**src/rtl/nand_io_pkg.sv**
```systemverilog
// Shared constants and helpers for the NAND input-conditioning stage.
//   DEBOUNCE_DEFAULT : stable cycles needed before a new level is accepted
//   SYNC_DEFAULT     : synchroniser depth per channel
//   clog2_min1()     : counter width helper that never returns 0
package nand_io_pkg;

  localparam int DEBOUNCE_DEFAULT = 1000;
  localparam int SYNC_DEFAULT     = 2;

  // $clog2 returns 0 for 1; a zero-width counter is not legal, so clamp to 1.
  function automatic int clog2_min1(input int value);
    int w;
    w = $clog2(value);
    return (w < 1) ? 1 : w;
  endfunction

endpackage

```
**src/rtl/nand_debounce_channel.sv**
```systemverilog
// One debounced input bit: synchroniser, stability counter, level register
// and registered edge strobes.
// Ports:
//   clk     : system clock
//   rst_n   : asynchronous active-low reset, clears every flop
//   ena     : low freezes the counter and level, and forces the strobes to 0
//   raw     : asynchronous pad level
//   clean   : debounced level
//   rise_p  : one-cycle strobe after clean goes 0->1
//   fall_p  : one-cycle strobe after clean goes 1->0
module nand_debounce_channel
  import nand_io_pkg::*;
#(
  parameter int SYNC_STAGES     = SYNC_DEFAULT,     // must be >= 2
  parameter int DEBOUNCE_CYCLES = DEBOUNCE_DEFAULT  // must be >= 2
) (
  input  logic clk,
  input  logic rst_n,
  input  logic ena,
  input  logic raw,
  output logic clean,
  output logic rise_p,
  output logic fall_p
);

  localparam int              CNT_W   = clog2_min1(DEBOUNCE_CYCLES);
  localparam logic [CNT_W-1:0] CNT_MAX = CNT_W'(DEBOUNCE_CYCLES - 1);

  logic [SYNC_STAGES-1:0] sync_q;
  logic                   sync;
  logic [CNT_W-1:0]       cnt;

  assign sync = sync_q[SYNC_STAGES-1];

  // The synchroniser ignores ena so the sampled level is current when
  // filtering resumes.
  always_ff @(posedge clk or negedge rst_n) begin
    if (!rst_n) begin
      sync_q <= '0;
    end else begin
      sync_q <= {sync_q[SYNC_STAGES-2:0], raw};
    end
  end

  // Counter counts consecutive cycles where sync differs from clean. Any
  // return to the accepted level clears it, so a glitch earns no credit.
  // On the last count the new level is taken and the counter cleared, which
  // also keeps it from ever passing CNT_MAX.
  always_ff @(posedge clk or negedge rst_n) begin
    if (!rst_n) begin
      cnt    <= '0;
      clean  <= 1'b0;
      rise_p <= 1'b0;
      fall_p <= 1'b0;
    end else begin
      rise_p <= 1'b0;
      fall_p <= 1'b0;
      if (ena) begin
        if (sync == clean) begin
          cnt <= '0;
        end else if (cnt == CNT_MAX) begin
          cnt    <= '0;
          clean  <= sync;
          rise_p <= sync;
          fall_p <= ~sync;
        end else begin
          cnt <= cnt + CNT_W'(1);
        end
      end
    end
  end

endmodule

```
**src/rtl/nand_input_debouncer.sv**
```systemverilog
// Input-conditioning stage ahead of the NAND logic. Each raw pad bit is
// synchronised and debounced independently; only settled levels and
// one-cycle edge strobes leave this block.
// Ports:
//   clk        : system clock
//   rst_n      : asynchronous active-low reset
//   ena        : design enable; low freezes filtering
//   raw_in     : asynchronous pad levels
//   clean_out  : debounced level per channel
//   rise_p     : per-channel 0->1 strobe
//   fall_p     : per-channel 1->0 strobe
//   any_change : OR of all strobes, one cycle wide
module nand_input_debouncer
  import nand_io_pkg::*;
#(
  parameter int N_CH            = 2,
  parameter int SYNC_STAGES     = SYNC_DEFAULT,
  parameter int DEBOUNCE_CYCLES = DEBOUNCE_DEFAULT
) (
  input  logic            clk,
  input  logic            rst_n,
  input  logic            ena,
  input  logic [N_CH-1:0] raw_in,
  output logic [N_CH-1:0] clean_out,
  output logic [N_CH-1:0] rise_p,
  output logic [N_CH-1:0] fall_p,
  output logic            any_change
);

  for (genvar i = 0; i < N_CH; i++) begin : g_ch
    nand_debounce_channel #(
      .SYNC_STAGES    (SYNC_STAGES),
      .DEBOUNCE_CYCLES(DEBOUNCE_CYCLES)
    ) u_ch (
      .clk   (clk),
      .rst_n (rst_n),
      .ena   (ena),
      .raw   (raw_in[i]),
      .clean (clean_out[i]),
      .rise_p(rise_p[i]),
      .fall_p(fall_p[i])
    );
  end

  // Strobes are registered, so this OR stays one cycle wide even when
  // several channels change together, and no path from raw_in is created.
  assign any_change = |(rise_p | fall_p);

endmodule

```
**config.mk**
```make
export PLATFORM = sky130hd
export DESIGN_NAME = nand_input_debouncer
export DESIGN_NICKNAME = d
export VERILOG_FILES = /design/src/rtl/nand_io_pkg.sv /design/src/rtl/nand_debounce_channel.sv /design/src/rtl/nand_input_debouncer.sv
export SDC_FILE = /design/constraint.sdc
export NUM_CORES = 1
export LEC_CHECK = 0
export BUFFER_PORTS_ARGS = -buffer_cell sky130_fd_sc_hd__buf_4
export CORE_AREA = 2 2 85 71
export DETAILED_ROUTE_END_ITERATION = 8
export DIE_AREA = 0 0 87 73
export HOLD_SLACK_MARGIN = 0.12
export PLACE_DENSITY_LB_ADDON = 0.3
export SYNTH_ARGS = -nofsm -noshare
export SYNTH_HDL_FRONTEND = slang
export SYNTH_SLANG_ARGS = --single-unit
```
**constraint.sdc**
```tcl
create_clock -name clk -period 3.85 [get_ports clk]
set_clock_uncertainty 0.2 [all_clocks]
set_input_delay 0.1925 -clock clk [delete_from_list [all_inputs] [get_ports clk]]
set_output_delay 0.1925 -clock clk [all_outputs]
set_load 0.01 [all_outputs]
```
Yosys cells after proc, flatten, opt, wreduce, memory -nomap -nowiden
Cells that the tools add are included.
W data, S select, Z words.

word-level totals
  input port bits = 5
  bits in registers = 30
  word-level logic and storage cells = 40
  output and inout port bits = 7

cells by class
  bitwise operators = 5
  equal/unequal tests = 4
  mux-type cells = 16
  add/sub/neg operators = 2
  reductions and logical operators = 3

operators by type and width
  kind                     count
  $mux W10                 4
  $add A10 B1 Y10 const B  2
  $eq A10 B10 Y1 const B   2
  $mux W1                  12
  $reduce_and A3 Y1        2
  $not A1 Y1               4
  $eq A1 B1 Y1             2
  $or A2 B2 Y2             1
  $reduce_or A2 Y1         1

Longest topological paths before layout
Gate-level depths: netlist of run 1.

  depth in word-level cells = 4
  mapped depth = 5
  depth with buffers taken out = 5

Modules after synthesis
Synthesis of run 1 repeated with hierarchy kept, for this count alone.

unflattened totals
  cell total of the unflattened synthesis = 139
  area, all modules = 1483.9 um2

by module, submodules not included
  module                 instances  cells each  area an instance (um2)  sequential area each (um2)
  nand_debounce_channel  2          69          738.2                   375.4
  nand_input_debouncer   1          1           7.5                     0.0

Worst setup path after synthesis of run 1
OpenSTA, ideal clock, no wires.

  kind = flip-flop to flip-flop
  start = reg g_ch[1].u_ch.cnt[0]
  end = reg g_ch[1].u_ch.clean
  library setup time = 125 ps
  path buffers = 0
  data arrival time = 1386 ps
  clock period less this slack = 1710 ps
  setup slack = 2140 ps
  required time = 3525 ps
  cell stages (with the launch flop) = 6
  cells stage by stage = dfrtp_1 > ha_1 > and3_1 > and2_1 > nand3_1 > mux2_2

on the way
  longest elaborated chain between the ends = 2

ends and longest elaborated chain
  what                                line                         source
  start: declaration                  nand_debounce_channel.sv:31  logic [CNT_W-1:0] cnt;
  start signal: assignment            nand_debounce_channel.sv:67  cnt <= cnt + CNT_W'(1);
  $eq A10 B10 Y1                      nand_debounce_channel.sv:61  end else if (cnt == CNT_MAX) begin
  $reduce_and A3 Y1 (no source line)  n/a
  end signal: assignment              nand_debounce_channel.sv:63  clean <= sync;
  end: declaration                    nand_debounce_channel.sv:21  output logic clean,

No other way between the ends.
A chain may end at the register's enable or synchronous reset.

==> summary.md, run 1 <==
| Metric | Value |
|---|---|
| Die H | `73 um` |
| Unrepaired setup endpoints after global routing | `no` |
| Port bufs | `11` |
| Sw Ratio | `22.91%` |
| Max capacitance violation total | `0` |
| First-pass GRT wire length | `5.492 mm` |
| R2r setup slk | `1990 ps` |
| CTS Sinks | `30` |
| Htree depth | `2` |
| Critical Path AT | `2040 ps` |
| Nets | `183` |
| Ys flop type | `dfrtp_1` |
| Crit-path cells | `dlygate4sd3_1, buf_4, nor2b_1, nand2_1, o211ai_1` |
| Slew Limit Fails | `0` |
| Vias in the first global route | `1128` |
| Clk pwr share | `44.6%` |
| Antenna Violating Nets Remaining | `0` |
| Ys async rst share | `100.0%` |
| CORE AREA | `5599 um2` |
| WL final | `3.125 mm` |
| Crit Path Max Fanout | `27` |
| CTS clock-pin slew for the worst setup and hold paths | `60 ps` |
| Share of layout cells above drive strength 1 | `17.05%` |
| Vias per cell | `4.860` |
| Wire per inst | `12.86 um` |
| Layout Cells excl Fill | `243` |
| Crit path kind | `input pin to register` |
| Outcome | `finished, final reports clean` |
| Crit path largest cell delay | `570 ps` |
| CTS tree | `done` |
| Leading post-synthesis cells by cell area | `dfrtp_1 47%, nand3_1 4.7%, o21ai_0 4.1%, nand2_1 3.1%, buf_4 2.8%` |
| Post-CTS setup buffers | `0` |
| CP max stage cell | `nor2b_1` |
| Starting Density | `28.56%` |
| Worst Tran Pin Value | `623.2 ps` |
| Overall die area | `6351 um2` |
| DRC | `0` |
| Clock buffer depth | `2` |
| Req. time, crit path | `3840 ps` |
| Synth-to-Final Area Change | `16.04%` |
| Period minus WS final | `2045 ps` |
| Post-synth top area cell | `dfrtp_1` |
| I/O pins | `12` |
| Synth Register Bits | `30` |
| Comb pwr share | `7.2%` |
| Cell Pwr Density | `391.7 nW/um2` |
| DRT Pass-1 Iters | `4` |
| Tcrit/Tclk final | `53.13%` |
| Max-Slew Margin vs Limit | `58.37%` |
| Vias | `1181` |
| Die width | `87 um` |
| Post-Syn Area | `1599 um2` |
| Number of core rows | `25` |
| Ant diodes | `0` |
| Dpl hpwl | `2.075 mm` |
| Initial antenna violation count | `0` |
| Syn Area/Cell | `9.750 um2` |
| Total CTS buffers | `5` |
| Net Sw Power | `166.5 uW` |
| Final Power | `726.7 uW` |
| Worst setup SP type | `input pin` |
| Number of flops mapped to enable cells by yosys | `0` |
| Final GP Congestion | `0.7661` |
| Global-route usage over all layers | `11.27%` |
| Achievable Freq | `0.4889 GHz` |
| Worst skew pair latency | `280 ps` |
| Final hold viol count | `0` |
| VDD IR max | `0.1256 mV` |
| Iter 0 DRT Violations | `105` |
| Worst Setup End Kind | `register` |
| Design area | `1856 um2` |
| Hold WC Path Type | `register to register` |
| Dpl cells | `232` |
| Setup TNS Final | `0 ps` |
| Seq/Total Area, Yosys | `46.95%` |
| Top cell type's share of synthesized area | `46.95%` |
| Final setup viols | `0` |
| Syn. warnings | `0` |
| Clk root buf | `clkbuf_8` |
| Pleak | `0.0007797 uW` |
| Dpl cell area | `1703 um2` |
| Largest net degree at the start of global routing | `31` |
| Mapped Cells | `164` |
| Sequential fraction of design power | `48.3%` |
| Post-Syn Nets | `171` |
| Unique masters post-synth | `42` |
| Grt ovf | `0` |
| Int Power | `560.3 uW` |
## power by group through the flow
stage | Combinational (uW) | Clock (uW) | Sequential [uW]
3_3_place_gp | 49.4 | 0 | 356
2_1_floorplan | 34.1 | 0 | 351
6_report | 52.3 | 324 | 351
5_1_grt | 60.7 | 345 | 354
4_1_cts | 53.0 | 335 | 350
3_5_place_dp | 50.0 | 0 | 356
## stage by stage
step / setup WS (ps) / utilization (%) / hold slack (ps)
final: 1805 / 33.14 / 150.0
after detailed placement: 2033 / 30.41 / -50.54
after global routing: 1671 / 33.14 / 151.2
after global placement: 2026 / 30.41 / -49.99
after CTS: 1837 / 33.14 / 150.9
after floorplan: 2140 / - / -303.1
## critical path: cells and delay by family
family,cells,cell delay [ps]
and+or+nand+nor,2,810
AOI/OAI and AO/OA,1,230
buffers and inverters,2,810
## synth_stat cells, types with 3 or more instances
cell,number
nor2_1,4
nand2b_1,5
o22ai_1,3
dfrtp_1,30
nor3b_1,4
nand2_1,13
and3_1,6
nand3_1,15
buf_4,6
xnor2_1,4
nand4_1,5
o21ai_0,13
and2_1,5
inv_1,12
## flip-flops by register name (all words and copies together), names as in the netlist
name              cells
g_ch.u_ch.clean       2
g_ch.u_ch.rise_p      2
g_ch.u_ch.fall_p      2
g_ch.u_ch.sync_q      4
g_ch.u_ch.cnt        20
## final timing paths
check | start | endpoint | cells past startpoint
worst max-delay path | ena | g_ch[1].u_ch.cnt[7]$_DFFE_PN0P_ | 5
worst min-delay path | g_ch[0].u_ch.sync_q[0]$_DFF_PN0_ | g_ch[0].u_ch.sync_q[1]$_DFF_PN0_ | 0
worst max register to register | g_ch[1].u_ch.clean$_DFFE_PN0P_ | g_ch[1].u_ch.cnt[7]$_DFFE_PN0P_ | 4
worst min register to register | g_ch[0].u_ch.sync_q[0]$_DFF_PN0_ | g_ch[0].u_ch.sync_q[1]$_DFF_PN0_ | 0
max in group asynchronous | rst_n | g_ch[0].u_ch.cnt[9]$_DFFE_PN0P_ | 2
min in group asynchronous | rst_n | g_ch[0].u_ch.clean$_DFFE_PN0P_ | 2
## final cells by class
cell class | count | area [um2]
clock buffer | 6 | 82.58
fill | 562 | 3744
sequential | 30 | 750.7
timing repair buffer | 15 | 122.6
tap | 67 | 83.83
multi-input combinational | 112 | 740.7
clock inverter | 1 | 30.03
inverter | 12 | 45.04
## cells in the final DEF (no fill, tap or decap), types with 2 or more instances in the layout
cell           instances
dfrtp_1               30
nand3_1               15
nand2_1               13
o21ai_0               13
inv_1                 12
buf_4                 11
and3_1                 6
clkbuf_8               6
and2_1                 5
nand2b_1               5
nand4_1                5
nor3b_1                4
xnor2_1                4
nor2_1                 4
dlygate4sd3_1          4
o22ai_1                3
nand4b_1               2
nor2b_1                2
o211ai_1               2
a31oi_1                2
o221ai_1               2
mux2i_1                2
or4_4                  2
mux2_2                 2
ha_1                   2
## layer usage
metal  GRT usage (%)  vias up  part of all wire [%]  wire length [um]
met3           4.186        2                   5.7               178
li1                -      602                     -                 -
met1           16.10      554                    55              1704
met4           4.167        0                  0.77                24
met2           15.35       23                    39              1218
met5               0        -                     0                 0
## logic make-up after synthesis
| kind of cell | Yosys count | synth area share [%] |
|---|---|---|
| compound gates | 29 | 12.36 |
| xor+xnor | 5 | 3.208 |
| fa+ha+maj | 2 | 1.565 |
| buf+inv | 22 | 6.729 |
| flops | 30 | 46.95 |
| mux | 4 | 2.660 |
| simple gates | 72 | 26.53 |
## timing repair
action,CTS,global route
hold endpoints to repair,36,0
setup endpoints to repair,0,0
resized for setup,0,0
hold buffers,4,0
(Power assumes the default switching activity.)
==> run 2: changes to the inputs <==
Clock period 3.85 ns to 1.85 ns, I/O delays scaled along.
==> run 2 against run 1 <==
Effect of this change:
- clock-buffer cell count unchanged
- utilization grew 1.5 points
- wire length rose by 8.4%
- sequential share of layout area decreased by 1.7 points
- final area up 4.5%
- critical endpoint is now g_ch[0].u_ch.cnt[7]$_DFFE_PN0P_
- first-iteration DRC count down 17%
- critical path type is now register to register
- via count increased by 5.9%
- global-route usage is 0.65 points higher
- cell count grew 4.1%
- highest routed layer unchanged
- flip-flop and latch count is the same
==> summary.md, run 2 (same netlist as run 1, synthesis figures left out) <==
| Metric | Value |
|---|---|
| Max reg flops | `20` |
| Sequential fraction of design power | `51.2%` |
| Most common cell after layout, fill and taps aside | `dfrtp_1` |
| Clk pwr share | `39.2%` |
| Dpl cells | `239` |
| Antenna Violating Nets Remaining | `0` |
| Vias per cell | `4.945` |
| Critical Path AT | `1710 ps` |
| Top reg by flops | `g_ch.u_ch.cnt` |
| Dpl cell area | `1755 um2` |
| Pleak | `0.0008115 uW` |
| Setup Slack @ Placement | `-82.77 ps` |
| Worst reg2reg path depth | `4` |
| Starting Density | `28.56%` |
| Unrepaired setup endpoints after global routing | `no` |
| Largest net degree at the start of global routing | `31` |
| Achievable Freq | `0.5665 GHz` |
| Int Power | `1051 uW` |
| Initial antenna violation count | `0` |
| Max-Slew Margin vs Limit | `73.12%` |
| Overall die area | `6351 um2` |
| Cell Pwr Density | `732.5 nW/um2` |
| Global-route usage over all layers | `11.91%` |
| Hold WC Path Type | `register to register` |
| Iter 0 DRT Violations | `87` |
| CORE AREA | `5599 um2` |
| Final setup viols | `0` |
| CTS clock-pin slew for the worst setup and hold paths | `70 ps` |
| Footprint of the multi-input gates | `770.7 um2` |
| Most frequent cells in the layout | `30 x dfrtp_1, 19 x buf_4, 14 x nand3_1` |
| R2r setup slk | `80 ps` |
| Grt ovf | `0` |
| Net Sw Power | `368.6 uW` |
| Final GP Congestion | `0.7437` |
| Share of layout cells above drive strength 1 | `24.19%` |
| Slew Limit Fails | `0` |
| Port bufs | `11` |
| Htree depth | `2` |
| Worst skew pair latency | `280 ps` |
| Clock buffer depth | `2` |
| Worst Setup EP | `g_ch[0].u_ch.cnt[7]$_DFFE_PN0P_` |
| Nets | `192` |
| I/O pins | `12` |
| Number of core rows | `25` |
| Worst r2r src | `g_ch[0].u_ch.cnt[7]$_DFFE_PN0P_` |
| Total CTS buffers | `5` |
| Design area | `1938 um2` |
| Setup TNS Final | `0 ps` |
| Tcrit/Tclk final | `95.42%` |
| HP Start | `g_ch[1].u_ch.sync_q[0]$_DFF_PN0_` |
| Filler Cell Count | `568` |
| Largest regs | `g_ch.u_ch.cnt (20), g_ch.u_ch.sync_q (4)` |
| First-pass GRT wire length | `5.727 mm` |
| Setup ws final | `84.72 ps` |
| Worst Tran Pin Value | `401.4 ps` |
| WL final | `3.387 mm` |
| Worst Setup End Kind | `register` |
| Vias | `1251` |
| Die width | `87 um` |
| Max capacitance violation total | `0` |
| Req. time, crit path | `1800 ps` |
| Reg2reg end | `g_ch[0].u_ch.cnt[7]$_DFFE_PN0P_` |
| CP max stage cell | `or4_4` |
| Vias in the first global route | `1149` |
| Layout Cells excl Fill | `253` |
| Crit path largest cell delay | `610 ps` |
| Final hold viol count | `0` |
| Ant diodes | `0` |
| Crit-path cells | `nand2_1, or4_4, nand2_4, o221ai_1` |
| DRC | `0` |
| VDD IR max | `0.2439 mV` |
| Wire per inst | `13.39 um` |
| Die H | `73 um` |
| Synth-to-Final Area Change | `21.21%` |
| DRT Pass-1 Iters | `4` |
| Comb pwr share | `9.6%` |
| Crit path kind | `register to register` |
| FF/Latch Area | `750.7 um2` |
| Dpl hpwl | `2.269 mm` |
| CTS tree | `done` |
| Sw Ratio | `25.96%` |
| CTS Sinks | `30` |
| Period minus WS final | `1765 ps` |
| Outcome | `finished, final reports clean` |
| Critical path startpoint | `g_ch[0].u_ch.cnt[7]$_DFFE_PN0P_` |
| Crit Path Max Fanout | `5` |
| Worst setup SP type | `register` |
| Clk root buf | `clkbuf_8` |
==> run 2: timing repair <==
| action | in CTS | in global routing |
|---|---|---|
| hold buffers | 5 | 0 |
| resized for setup | 1 | 6 |
| gates cloned | 0 | 0 |
| endpoints found under the hold margin | 49 | 0 |
| buffers inserted | 0 | 1 |
| setup endpoints to repair | 4 | 9 |
==> run 2: cell type report <==
type,count,share of cell area [%]
clock buffers,6,4.261
repair buffers,24,9.942
well taps,67,4.325
clock inverters,2,0.6456
inverters,12,2.324
flip-flops and latches,30,38.73
multi-input cells,112,39.77
==> run 2: per-layer routing <==
layer,GRT usage [%],share of wire [%]
met2,16.03,40
met4,5.729,1.6
met5,0,0
met1,16.90,54
met3,4.072,4.5
==> run 2: worst min-delay path by stage <==
| stage | end | slack (ps) | cells past startpoint |
|---|---|---|---|
| floorplan | g_ch[0].u_ch.clean$_DFFE_PN0P_ | -400 | 0 |
| global placement | g_ch[0].u_ch.clean$_DFFE_PN0P_ | -150 | 1 |
| detailed placement | g_ch[0].u_ch.clean$_DFFE_PN0P_ | -150 | 1 |
| CTS | g_ch[1].u_ch.sync_q[1]$_DFF_PN0_ | 170 | 0 |
| global route | g_ch[1].u_ch.sync_q[1]$_DFF_PN0_ | 180 | 0 |
| finish | g_ch[1].u_ch.sync_q[1]$_DFF_PN0_ | 160 | 0 |
==> run 2: power groups by stage <==
stage          combinational, uW  clock, uW  sequential [uW]
3_5_place_dp                 122          0              735
3_3_place_gp                 121          0              736
6_report                     136        557              727
5_1_grt                      154        616              733
2_1_floorplan               71.0          0              730
4_1_cts                      131        580              723
==> run 2: worst max-delay path: cells and delay by family, from the launching register on <==
family | cells | cell delay (ps)
AND/OR/NAND/NOR | 3 | 900
flip-flops | 1 | 410
AO/OA/AOI/OAI | 1 | 130
==> run 2: metrics by stage <==
step | hold slack [ps] | util [%] | total power (uW)
3_3_place_gp | -148.6 | 31.35 | 857.1
6_report | 164.2 | 34.61 | 1420
4_1_cts | 166.7 | 33.99 | 1434
3_5_place_dp | -146.6 | 31.35 | 856.8
2_1_floorplan | -403.1 | - | 801.3
5_1_grt | 178.1 | 34.61 | 1503
